File: src/rtl/sized_data_memory_if.sv
// Load/store request and response port of sized_data_memory.
// The memory side uses the slave modport; the requester uses master.
interface sized_data_memory_if #(
    parameter int ADDR_WIDTH = 7
);
    logic                  req_valid;
    logic                  req_ready;
    logic                  req_write;
    logic [1:0]            req_size;
    logic                  req_unsigned;
    logic [ADDR_WIDTH-1:0] req_addr;
    logic [31:0]           req_wdata;
    logic                  rsp_valid;
    logic [31:0]           rsp_rdata;
    logic                  rsp_error;

    modport master (
        output req_valid, req_write, req_size, req_unsigned, req_addr, req_wdata,
        input  req_ready, rsp_valid, rsp_rdata, rsp_error
    );

    modport slave (
        input  req_valid, req_write, req_size, req_unsigned, req_addr, req_wdata,
        output req_ready, rsp_valid, rsp_rdata, rsp_error
    );
endinterface

File: src/rtl/sized_data_memory.sv
// Byte-addressable data memory with byte/half/word access and a fixed-latency
// response pipeline. It zeroes itself word by word after reset.
module sized_data_memory #(
    parameter int DEPTH        = 32,
    parameter int ADDR_WIDTH   = 7,
    parameter int READ_LATENCY = 1
) (
    input logic           clk,
    input logic           reset_n,
    sized_data_memory_if.slave bus
);
    localparam int IDX_W = ADDR_WIDTH - 2;
    localparam int CNT_W = (DEPTH > 1) ? $clog2(DEPTH) : 1;
    localparam logic [IDX_W:0] DEPTH_L = (IDX_W + 1)'(DEPTH);

    typedef enum logic {CLEAR, IDLE} state_t;

    state_t           state_q, state_d;
    logic [CNT_W-1:0] clr_cnt_q;
    logic             clr_last;
    logic             ready;

    logic [31:0] mem [DEPTH];

    assign clr_last = (clr_cnt_q == CNT_W'(DEPTH - 1));

    // NOTE: state registers use non-blocking assignments so every flop samples
    // pre-edge values; combinational blocks use blocking with defaults first.
    always_ff @(posedge clk or negedge reset_n) begin
        if (!reset_n) begin
            state_q   <= CLEAR;
            clr_cnt_q <= '0;
        end else begin
            state_q <= state_d;
            if (state_q == CLEAR && !clr_last) clr_cnt_q <= clr_cnt_q + 1'b1;
        end
    end

    always_comb begin
        state_d = state_q;
        ready   = 1'b0;
        case (state_q)
            CLEAR: if (clr_last) state_d = IDLE;
            IDLE:  ready = 1'b1;
            default: state_d = CLEAR;
        endcase
    end

    assign bus.req_ready = ready;

    logic             accept;
    logic [IDX_W-1:0] word_idx;
    logic [1:0]       lane;
    logic             in_range;
    logic             error;
    logic [CNT_W-1:0] mem_idx;

    assign accept   = bus.req_valid && ready;
    assign word_idx = bus.req_addr[ADDR_WIDTH-1:2];
    assign lane     = bus.req_addr[1:0];
    assign in_range = ({1'b0, word_idx} < DEPTH_L);
    assign error    = (bus.req_size == 2'b11)
                   || (bus.req_size == 2'b01 && lane[0])
                   || (bus.req_size == 2'b10 && lane != 2'b00)
                   || !in_range;
    assign mem_idx  = in_range ? word_idx[CNT_W-1:0] : '0;

    logic [31:0] rd_word;
    logic [15:0] rd_sh;
    logic [31:0] rd_ext;
    logic [31:0] rsp_data_d;

    assign rd_word = mem[mem_idx];
    assign rd_sh   = 16'(rd_word >> {lane, 3'b000});

    always_comb begin
        rd_ext = rd_word;
        case (bus.req_size)
            2'b00: rd_ext = bus.req_unsigned ? {24'd0, rd_sh[7:0]}
                                             : {{24{rd_sh[7]}}, rd_sh[7:0]};
            2'b01: rd_ext = bus.req_unsigned ? {16'd0, rd_sh}
                                             : {{16{rd_sh[15]}}, rd_sh};
            default: rd_ext = rd_word;
        endcase
    end

    assign rsp_data_d = (!error && !bus.req_write) ? rd_ext : 32'd0;

    logic [3:0]  byte_en;
    logic [31:0] wdata_sh;
    logic        do_write;

    always_comb begin
        byte_en = 4'b1111;
        case (bus.req_size)
            2'b00:   byte_en = 4'b0001 << lane;
            2'b01:   byte_en = 4'b0011 << lane;
            default: byte_en = 4'b1111;
        endcase
    end

    assign wdata_sh = bus.req_wdata << {lane, 3'b000};
    assign do_write = accept && bus.req_write && !error;

    // NOTE: the storage array has no reset; the clearing sweep zeroes it, which
    // keeps it mappable onto RAM.
    always_ff @(posedge clk) begin
        if (state_q == CLEAR) begin
            mem[clr_cnt_q] <= '0;
        end else if (do_write) begin
            for (int b = 0; b < 4; b++) begin
                if (byte_en[b]) mem[mem_idx][8*b +: 8] <= wdata_sh[8*b +: 8];
            end
        end
    end

    // Response data is captured at acceptance, so later stores cannot change it.
    logic [READ_LATENCY-1:0]       pipe_valid;
    logic [READ_LATENCY-1:0]       pipe_err;
    logic [READ_LATENCY-1:0][31:0] pipe_data;

    always_ff @(posedge clk or negedge reset_n) begin
        if (!reset_n) begin
            pipe_valid <= '0;
            pipe_err   <= '0;
            pipe_data  <= '0;
        end else begin
            pipe_valid[0] <= accept;
            pipe_err[0]   <= accept && error;
            pipe_data[0]  <= accept ? rsp_data_d : 32'd0;
            for (int i = 1; i < READ_LATENCY; i++) begin
                pipe_valid[i] <= pipe_valid[i-1];
                pipe_err[i]   <= pipe_err[i-1];
                pipe_data[i]  <= pipe_data[i-1];
            end
        end
    end

    assign bus.rsp_valid = pipe_valid[READ_LATENCY-1];
    assign bus.rsp_error = pipe_err[READ_LATENCY-1];
    assign bus.rsp_rdata = pipe_data[READ_LATENCY-1];
endmodule

File: src/flat_wrapper.sv
// flat-port wrapper written by rule: the top's interface ports become plain ports
module sized_data_memory_flat 
#(
    parameter int DEPTH        = 32,
    parameter int ADDR_WIDTH   = 7,
    parameter int READ_LATENCY = 1
)
  (clk, reset_n, bus_req_valid, bus_req_write, bus_req_size, bus_req_unsigned, bus_req_addr, bus_req_wdata, bus_req_ready, bus_rsp_valid, bus_rsp_rdata, bus_rsp_error);
  sized_data_memory_if #(.ADDR_WIDTH(ADDR_WIDTH)) bus_i ();
  input logic clk;
  input logic reset_n;
  input wire logic [$bits(bus_i.req_valid)-1:0] bus_req_valid;
  input wire logic [$bits(bus_i.req_write)-1:0] bus_req_write;
  input wire logic [$bits(bus_i.req_size)-1:0] bus_req_size;
  input wire logic [$bits(bus_i.req_unsigned)-1:0] bus_req_unsigned;
  input wire logic [$bits(bus_i.req_addr)-1:0] bus_req_addr;
  input wire logic [$bits(bus_i.req_wdata)-1:0] bus_req_wdata;
  output wire logic [$bits(bus_i.req_ready)-1:0] bus_req_ready;
  output wire logic [$bits(bus_i.rsp_valid)-1:0] bus_rsp_valid;
  output wire logic [$bits(bus_i.rsp_rdata)-1:0] bus_rsp_rdata;
  output wire logic [$bits(bus_i.rsp_error)-1:0] bus_rsp_error;
  assign bus_i.req_valid = bus_req_valid;
  assign bus_i.req_write = bus_req_write;
  assign bus_i.req_size = bus_req_size;
  assign bus_i.req_unsigned = bus_req_unsigned;
  assign bus_i.req_addr = bus_req_addr;
  assign bus_i.req_wdata = bus_req_wdata;
  assign bus_req_ready = bus_i.req_ready;
  assign bus_rsp_valid = bus_i.rsp_valid;
  assign bus_rsp_rdata = bus_i.rsp_rdata;
  assign bus_rsp_error = bus_i.rsp_error;
  sized_data_memory #(.DEPTH(DEPTH), .ADDR_WIDTH(ADDR_WIDTH), .READ_LATENCY(READ_LATENCY)) u_core (.clk(clk), .reset_n(reset_n), .bus(bus_i));
endmodule
File: config.mk
export PLATFORM = sky130hd
export DESIGN_NAME = sized_data_memory_flat
export DESIGN_NICKNAME = d
export VERILOG_FILES = /design/src/rtl/sized_data_memory_if.sv /design/src/rtl/sized_data_memory.sv /design/src/flat_wrapper.sv
export SDC_FILE = /design/constraint.sdc
export NUM_CORES = 1
export LEC_CHECK = 0
export CORE_UTILIZATION = 25
export DETAILED_ROUTE_END_ITERATION = 10
export PLACE_DENSITY = 0.38
export SYNTH_ARGS = -nofsm -noshare
export SYNTH_HDL_FRONTEND = slang
export SYNTH_SLANG_ARGS = --single-unit
export TNS_END_PERCENT = 1
File: constraint.sdc
create_clock -name clk -period 6.6 [get_ports clk]
set_input_delay 0.66 -clock clk [delete_from_list [all_inputs] [get_ports clk]]
set_output_delay 0.66 -clock clk [all_outputs]
set_load 0.01 [all_outputs]
==> out/metrics.yaml <==
outcome:
  status: "finished, final reports clean"
placed_design:
  io_buffers: 80
  dpl.hpwl_mm: 86.7
  place_area_sq_um: 46000
  gp_congestion: 0.784
logic_synthesis:
  synthArstFlopShare: 0.0376
  yosysUniqueCellTypes: 50
  synth_mux_area_frac: 0.167
  yosys.area_share.xor_xnor: 0.000619
  synth_edf_count: 1024
  ys_seq_area_frac: 0.748
  synth_compound_area_frac: 0.0286
  synthSimpleGateAreaFrac: 0.0388
  synth_top_family_by_area: "multiplexers"
  yosysWarnings: 0
  syn-cell-area_sq_um: 42400
  netlist_instances: 2169
  post_synth_fa_ha_maj_area_fraction: 0.000590
  ys.flop_type: "edfxtp_1"
  synth-seq-cells: 1064
  syn-num-nets: 2217
  syn_area_per_cell_sq_um: 19.6
layout:
  drive_gt1_frac: 0.214
  final_cell_area_sq_um: 49800
  layout.nets: 2342
  area_delta_synth_final_pct: 17.3
  final.fill_count: 16400
  seqCellArea_sq_um: 31800
  multiInputGateArea_sq_um: 10300
setup_path:
  crit_chain: "clkdlybuf4s50_1 > a21o_1 > o21ai_1 > and3_1 > o31ai_1 > nand2_1 > nor2_1"
  critPathArrivalTime_ns: 4.84
  criticalPathCategory: "primary input to register"
  endpoint_kind: "register"
  path_depth: 7
  r2r_slack_ns: 2.42
  timing.rr.start: "u_core.state_q"
  start_kind: "primary input"
  cp_slowest_cell: "clkdlybuf4s50_1"
  path_buf_inv: 1
  cp_data_required_time_ns: 6.95
  max_stage_delay_ns: 0.91
  worstRegToRegCells: 6
  reg2reg_to: "u_core.mem[0][26]"
  crit_fanout: 21
  critPathTopFamily: "simple AND/OR/NAND/NOR gates"
floorplanning:
  die_area_sq_um: 171000
  chipHeight_um: 414
  core-area_sq_um: 168000
  num_rows: 150
  die_w_um: 414
  start_util: 0.253
  io_pins: 81
sta:
  tns_ns: 0
  rsz0062_at_grt: "false"
  slew_headroom: 0.263
  fin_crit_sh: 0.680
  post-route-min-period_ns: 4.49
  hold_viol: 0
  holdWs_ns: 0.112
  tightest_slew_ns: 1.07
  fmax_ghz: 0.223
  finalClockSkew_ns: 0.0737
  setup_viol: 0
  finalMaxSlewViolations: 0
power_and_ir_drop:
  p_leak_nw: 18.1
  p_per_area_nw_per_um2: 288
  ir_worst_vdd_v: 0.000207
grt:
  grt_pass1_wl_mm: 185
  grt_max_degree: 72
  grt.total_usage: 0.156
  grt_pass1_vias: 22700
  gr-total-overflow: 0
  antenna_found_initial: 2
detailed_routing:
  firstDrtPassIters: 8
  via_per_inst: 4.61
  drt_iter0_drc: 1650
  drc_errors: 0
  num_vias: 21200
  ant_nets: 0
  finalWirelength_mm: 133
  avgRoutedWirePerCell_um: 28.9
worst_hold_path:
  worstHoldPathType: "primary input to asynchronous set/reset pin"
clock_tree:
  cts_tree: "done"
  cts-resized-gates: 0
  clock_sinks: 1064
  postCtsSetupRepairBufs: 0
  cts_max_level: 3
  clkTransAtPathRegs_ns: 0.06
  cts_buffer_depth: 3
  cts_buffers: 119
  clk_latency_ns: 0.75
  cts_hold_buf: 0
  root_buffer: "clkbuf_16"
flow_run:
  drv_cap: 0
## how the worst max path moves through the flow
stage / startpoint / endpoint / slack (ns)
6_report: bus_req_size[1] / u_core.mem[0][26] / 2.11
4_1_cts: bus_req_size[1] / u_core.mem[12][6] / 2.28
3_3_place_gp: bus_req_size[1] / u_core.mem[12][26] / 1.67
5_1_grt: bus_req_size[1] / u_core.mem[8][24] / 1.93
2_1_floorplan: bus_req_addr[1] / u_core.mem[0][30] / 2.74
3_5_place_dp: bus_req_size[1] / u_core.mem[0][26] / 1.50
## layout by cell type (no fill, tap or decap), drive strengths merged, types with 6 or more instances in the layout
| master | synthesis | routed |
|---|---|---|
| nand2 | 96 | 96 |
| mux4 | 238 | 238 |
| inv | 4 | 7 |
| a21oi | 33 | 33 |
| a211oi | 24 | 24 |
| buf | 71 | 61 |
| o221a | 7 | 7 |
| nor2b | 13 | 13 |
| and3 | 25 | 25 |
| clkinvlp | 0 | 6 |
| o21ai | 17 | 17 |
| bufinv | 0 | 7 |
| o2bb2ai | 7 | 7 |
| dfrtp | 40 | 40 |
| clkinv | 2 | 64 |
| nor2 | 193 | 193 |
| edfxtp | 1024 | 1024 |
| clkdlybuf4s50 | 0 | 73 |
| o31ai | 6 | 6 |
| mux2i | 171 | 171 |
| a22oi | 67 | 67 |
| clkbuf | 59 | 145 |
| nand3 | 28 | 28 |
## power breakdown
part	switching (mW)	internal, mW
combinational	0.434	0.206
sequential	0.00476	7.35
clock	2.75	3.59
## synthesized netlist by cell type (25+ instances only)
library cell	count	area [sq um]
nor2_1	192	721
dfrtp_1	40	1000
nand3_1	28	140
edfxtp_1	1024	30700
a22oi_1	67	503
nand2_1	96	360
and3_1	25	156
mux4_2	238	5360
clkbuf_1	59	221
a21oi_1	33	165
mux2i_1	171	1710
## flip-flops by register name, indices dropped and copies added (netlist names)
register              cells
u_core.clr_cnt_q          5
u_core.state_q            1
u_core.bus.rsp_error      1
u_core.bus.rsp_rdata     32
u_core.bus.rsp_valid      1
u_core.mem             1024
## per-layer routing
metal / routed length, um / track usage / up-vias
met1: 54600 / 0.191 / 11400
met3: 4870 / 0.0230 / 194
met2: 69200 / 0.277 / 486
met4: 4250 / 0.0538 / 0
met5: 0 / 0 / -
li1: - / - / 9101
## cell families after synthesis
family / after synthesis
DFF: 1064
muxes: 411
and+or+nand+nor: 381
AOI/OAI and AO/OA: 172
buffers and inverters: 136
xor gates and xnor gates: 3
adders and majority gates: 2
## layout make-up
| type | instances | share of cell area |
|---|---|---|
| clock inverters | 78 | 0.0130 |
| well taps | 2204 | 0.0554 |
| multi-input cells | 969 | 0.206 |
| flip-flops and latches | 1064 | 0.638 |
| clock buffers | 145 | 0.0618 |
| diodes | 1 | 0.0000503 |
| inverters | 6 | 0.000453 |
| repair buffers | 134 | 0.0248 |
## stage by stage
step           std cells   util  worst slack [ns]  total power [mW]
2_1_floorplan       2169      -              2.74              7.84
3_3_place_gp        4377  0.274              1.67              8.15
3_5_place_dp        4377  0.274              1.50              8.15
4_1_cts             4600  0.297              2.28              14.5
5_1_grt             4600  0.297              1.93              14.8
6_report            4601  0.297              2.11              14.3
(Power assumes the default switching activity.)
